===== config.mk =====
export PLATFORM = sky130hd
export DESIGN_NAME = wb_writer
export DESIGN_NICKNAME = d
export VERILOG_FILES = /design/src/rtl/wb_writer.sv
export SDC_FILE = /design/constraint.sdc
export NUM_CORES = 1
export LEC_CHECK = 0
export CAP_MARGIN = 20
export CORE_UTILIZATION = 46
export CTS_CLUSTER_SIZE = 14
export DETAILED_ROUTE_END_ITERATION = 7
export PLACE_DENSITY = 0.8
export SLEW_MARGIN = 20
export SYNTH_ARGS = -nofsm -noshare
export SYNTH_HDL_FRONTEND = slang
export SYNTH_SLANG_ARGS = --single-unit

===== constraint.sdc =====
create_clock -name clk -period 6.7 [get_ports clk]
set_clock_uncertainty 0.2 [all_clocks]
set_input_delay 2.01 -clock clk [delete_from_list [all_inputs] [get_ports clk]]
set_output_delay 2.01 -clock clk [all_outputs]
set_load 0.05 [all_outputs]

===== src/rtl/wb_writer.sv =====
// ---------------------------------------------------------------------------
// wb_writer
// Write-back stage that owns the register file's single write port. Each
// cycle it merges the in-order MEM result with out-of-band divider results.
// Divider results wait in a 2-entry FIFO that is drained whenever the
// pipeline leaves the write slot free. Buffered divider results are killed
// when a younger pipeline write targets the same register (WAW). A stall
// request is raised when the divider results have been starved too long.
//
// Parameters
//   STARVE_MAX  blocked cycles with a non-empty FIFO before stall_req (1..15)
// Ports
//   clk         rising-edge clock
//   rst         asynchronous active-high reset
//   M_wb_ena    MEM-stage result valid
//   M_wb_addr   MEM-stage destination register
//   M_wb_data   MEM-stage result
//   D_valid     divider result valid
//   D_ready     block can accept a divider result
//   D_addr      divider destination register
//   D_data      divider result
//   W_w_ena     register-file write enable (registered)
//   W_w_addr    register-file write address (registered)
//   W_w_data    register-file write data (registered)
//   stall_req   ask the hazard unit to bubble the MEM->WB slot
//   fifo_count  FIFO occupancy 0..2 (debug)
// ---------------------------------------------------------------------------
module wb_writer #(
   parameter int unsigned STARVE_MAX = 4
) (
   input  logic        clk,
   input  logic        rst,
   input  logic        M_wb_ena,
   input  logic [4:0]  M_wb_addr,
   input  logic [31:0] M_wb_data,
   input  logic        D_valid,
   output logic        D_ready,
   input  logic [4:0]  D_addr,
   input  logic [31:0] D_data,
   output logic        W_w_ena,
   output logic [4:0]  W_w_addr,
   output logic [31:0] W_w_data,
   output logic        stall_req,
   output logic [1:0]  fifo_count
);

   logic [4:0]  r_entryAddr [2];
   logic [31:0] r_entryData [2];
   logic [1:0]  r_entryLive;
   logic        r_head;
   logic [1:0]  r_count;
   logic [3:0]  r_starveCnt;

   logic        w_pipeWrite;
   logic        w_accept;
   logic        w_push;
   logic        w_pop;
   logic        w_tail;
   logic        w_headLive;
   logic        w_newLive;

   // Register 0 is hardwired, so a MEM result aimed at it is not a write.
   // The FIFO only drains when the pipeline leaves the write slot free.
   // The tail slot is head+count; a push never happens with two entries held.
   // A pushed entry is born dead if the same-cycle pipeline write targets it.
   always_comb begin
      w_pipeWrite = M_wb_ena && (M_wb_addr != 5'd0);
      D_ready     = !rst && (r_count != 2'd2);
      w_accept    = D_valid && D_ready;
      w_push      = w_accept && (D_addr != 5'd0);
      w_pop       = !w_pipeWrite && (r_count != 2'd0);
      w_tail      = r_head ^ r_count[0];
      w_headLive  = r_entryLive[r_head];
      w_newLive   = !(w_pipeWrite && (D_addr == M_wb_addr));
      stall_req   = (r_starveCnt == 4'(STARVE_MAX));
      fifo_count  = r_count;
   end

   // FIFO storage, pointers and WAW kill. The push assignment comes after the
   // kill loop so a freshly written slot takes its own liveness value.
   always_ff @(posedge clk or posedge rst) begin
      if (rst) begin
         for (int i = 0; i < 2; i++) begin
            r_entryAddr[i] <= 5'd0;
            r_entryData[i] <= 32'd0;
         end
         r_entryLive <= 2'b00;
         r_head      <= 1'b0;
         r_count     <= 2'd0;
      end else begin
         for (int i = 0; i < 2; i++) begin
            if (w_pipeWrite && (r_entryAddr[i] == M_wb_addr)) begin
               r_entryLive[i] <= 1'b0;
            end
         end
         if (w_push) begin
            r_entryAddr[w_tail] <= D_addr;
            r_entryData[w_tail] <= D_data;
            r_entryLive[w_tail] <= w_newLive;
         end
         if (w_pop) begin
            r_head <= ~r_head;
         end
         case ({w_push, w_pop})
            2'b10:   r_count <= r_count + 2'd1;
            2'b01:   r_count <= r_count - 2'd1;
            default: r_count <= r_count;
         endcase
      end
   end

   // Starvation counter: cleared whenever the FIFO drains or is empty, and
   // counts up (saturating) while the pipeline keeps the slot occupied.
   always_ff @(posedge clk or posedge rst) begin
      if (rst) begin
         r_starveCnt <= 4'd0;
      end else if (w_pop || (r_count == 2'd0)) begin
         r_starveCnt <= 4'd0;
      end else if (w_pipeWrite && (r_starveCnt != 4'(STARVE_MAX))) begin
         r_starveCnt <= r_starveCnt + 4'd1;
      end
   end

   // Write-port registers. Pipeline has absolute priority; a dead head is
   // still popped but produces no write. Address/data hold when idle.
   always_ff @(posedge clk or posedge rst) begin
      if (rst) begin
         W_w_ena  <= 1'b0;
         W_w_addr <= 5'd0;
         W_w_data <= 32'd0;
      end else if (w_pipeWrite) begin
         W_w_ena  <= 1'b1;
         W_w_addr <= M_wb_addr;
         W_w_data <= M_wb_data;
      end else if (w_pop && w_headLive) begin
         W_w_ena  <= 1'b1;
         W_w_addr <= r_entryAddr[r_head];
         W_w_data <= r_entryData[r_head];
      end else begin
         W_w_ena  <= 1'b0;
      end
   end

endmodule


==> flow_summary.json <==
{
  "gr-total-overflow": 0,
  "cap_violations": 0,
  "yosys_warnings": 0,
  "status": "completed",
  "setup_viol": 0,
  "std_cell_rows": 40,
  "syn_inst": 432,
  "ios": 120,
  "finalHoldViolCount": 0,
  "rsz0062_at_grt": "no",
  "cts_root_buffer": "clkbuf_16",
  "total_power_mw": 4.201,
  "areaGrowthSynthToFinish_pct": 33.09,
  "pwr_density_cell_mw_per_mm2": 549.2,
  "p_leak_nw": 3.340,
  "placedCellCount": 701,
  "layout_min_cycle_time_ps": 5170,
  "tightest_slew_ps": 1034,
  "max-vdd-ir-drop_uv": 296.9,
  "final_antenna_net_count": 0,
  "pre_cts_ws_ps": 1313,
  "synthMuxAreaShare_pct": 31.20,
  "start_util_pct": 47.45,
  "antenna_found_initial": 0,
  "post_cts_buffers": 0,
  "finalNonFillerCells": 733,
  "ys_top_cells_by_area": "dfrtp_1, mux2_2, mux2_4",
  "drive_above_1_share_pct": 27.61,
  "synth-edff-count": 0,
  "clock_sinks": 121,
  "grt_pass1_wl_mm": 20.61,
  "end_kind": "primary output",
  "synth_compound_area_share_pct": 4.137,
  "ys_ff_latch": 121,
  "min_period_over_period_pct": 77.16,
  "start_kind": "primary input",
  "ctsHoldBuffers": 0,
  "clk_pin_slew_ps": 50,
  "worst-path-max-fanout": 2,
  "routed_wl_mm": 12.62,
  "synth_top_cell_by_area": "dfrtp_1",
  "drt_iter0_drc": 164,
  "synth_top_family_by_area": "multiplexers",
  "avgSynthCellArea_sq_um": 13.30,
  "setup_tns_ps": 0,
  "wl_per_cell_um": 17.21,
  "dp_hpwl_mm": 8.396,
  "synth_xor_area_share_pct": 3.353,
  "slew_viol_final": 0,
  "grt_pass1_vias": 4104,
  "dr.pass1.iters": 4,
  "layout.nets": 633,
  "gp_congestion": 0.7652,
  "die-area_sq_mm": 0.01294,
  "cts_inserted_buffers": 17,
  "fin_ws_ps": 1530,
  "htreeDepth": 4,
  "worstSetupPathType": "in2out",
  "yosys.area_share.adder_pct": 0.6532,
  "ys.flop_type": "dfrtp_1",
  "io_buffer_count": 119,
  "seq_area_frac_synth_pct": 52.69,
  "async_reset_ff_share_pct": 100.0,
  "cts_resized": 0,
  "drc": 0,
  "num_vias": 3791,
  "ys_types": 31,
  "critPathRequiredTime_ps": 4490,
  "grt_max_degree": 73,
  "synth_nets": 513,
  "die_w_um": 113.8,
  "fill_cells": 984,
  "n_antenna_cell": 0,
  "synthDominantCellAreaShare_pct": 52.69,
  "maxSlewHeadroom_pct": 31.04,
  "yosys.area_share.simple_pct": 4.986,
  "cts_max_path_buffers": 2,
  "max_freq_mhz": 193.4,
  "vias_per_cell": 5.172,
  "core_sq_mm": 0.01211,
  "clk_latency_ps": 420,
  "cts_tree": "built",
  "arrival_ps": 2960,
  "grt.total_usage_pct": 20.94,
  "syn-cell-area_sq_mm": 0.005747,
  "min_path_type": "reg2reg",
  "die_y_um": 113.8
}
==> per-layer routing <==
| layer | track usage (%) | routed length (um) | vias to the layer above |
|---|---|---|---|
| met3 | 5.260 | 509 | 20 |
| met2 | 34.43 | 6291 | 94 |
| li1 | - | - | 1761 |
| met1 | 26.46 | 5549 | 1916 |
| met5 | 0 | 0 | - |
| met4 | 8.745 | 266 | 0 |
==> cells in the mapped netlist, drive strengths merged, types with 2 or more instances <==
| cell type | instances |
|---|---|
| ha | 3 |
| nand2 | 37 |
| clkbuf | 9 |
| nor3 | 5 |
| dfrtp | 121 |
| xnor2 | 13 |
| o21ai | 39 |
| buf | 16 |
| o41ai | 2 |
| nor2 | 6 |
| mux2 | 111 |
| mux2i | 40 |
| nand3 | 5 |
| xor2 | 9 |
| inv | 4 |
| or4 | 2 |
| a21oi | 2 |
==> per-stage QoR <==
stage	hold slack [ps]	utilization, %	cell area, sq um
floorplan	274.9	-	5751
global placement	283.6	58.27	7058
detailed placement	290.0	58.27	7058
CTS	305.0	63.15	7649
global route	316.4	63.15	7649
finish	300.8	63.15	7649
==> cell families after synthesis <==
kind of cell / count (synthesis)
buf+inv: 29
flops: 121
simple gates: 61
xor+xnor: 22
compound gates: 45
mux: 151
fa+ha+maj: 3
==> state kept, by name, summed over array words and instances (netlist names) <==
name         flops
r_entryAddr     10
W_w_ena          1
fifo_count       2
r_head           1
r_entryData     64
r_starveCnt      4
W_w_addr         5
W_w_data        32
r_entryLive      2
==> critical path, stage by stage <==
cell and delay (ps):
clkdlybuf4s50_1 510, clkinvlp_4 100, and2_1 150, buf_4 190
==> path summary, 6_finish.rpt <==
kind                                        startpoint                     endpoint  slack [ps]  depth (start not counted)
max                                                rst                      D_ready        1530                          4
min                        r_entryData[31]$_DFFE_PP0P_  r_entryData[31]$_DFFE_PP0P_         300                          1
min in group asynchronous                          rst  r_entryData[33]$_DFFE_PP0P_        1970                          3
max reg2reg                         r_head$_DFFE_PP0P_  r_entryData[41]$_DFFE_PP0P_        3450                          4
min reg2reg                r_entryData[31]$_DFFE_PP0P_  r_entryData[31]$_DFFE_PP0P_         300                          1
max in group asynchronous                          rst  r_entryData[43]$_DFFE_PP0P_        2980                          4
==> cell usage in the layout, fill, tap and decap left out, drive strengths merged <==
cell / Yosys / routed
nand2: 37 / 37
nand2b: 1 / 1
o41ai: 2 / 2
xnor2: 13 / 13
a211oi: 1 / 1
or4: 2 / 2
buf: 16 / 8
clkbuf: 9 / 24
clkinv: 0 / 5
o21ai: 39 / 39
nor3: 5 / 5
nand3b: 1 / 1
bufinv: 0 / 3
clkinvlp: 0 / 1
nor3b: 1 / 1
inv: 4 / 3
or2: 1 / 1
nand3: 5 / 5
mux2i: 40 / 40
and2: 1 / 1
nor2: 6 / 6
xor2: 9 / 9
dfrtp: 121 / 121
o21a: 1 / 1
mux2: 111 / 111
a21oi: 2 / 2
nor4: 1 / 1
ha: 3 / 3
clkdlybuf4s50: 0 / 118
==> cell type report <==
class	instances	area [sq um]	area share, %
clock buffers	24	471.7	6.167
clock inverters	8	118.9	1.554
inverters	4	18.77	0.2454
multi-input cells	282	2559	33.45
flip-flops and latches	121	3029	39.60
well taps	168	210.2	2.748
repair buffers	126	1241	16.23
==> report_power, final <==
part           internal [mW]  switching [mW]  total [mW]
Clock                  0.602           0.311       0.913
Combinational          0.961           0.960        1.92
Sequential              1.10           0.272        1.37
Total                   2.66            1.54        4.20
Power figures use the tool's default switching activity.
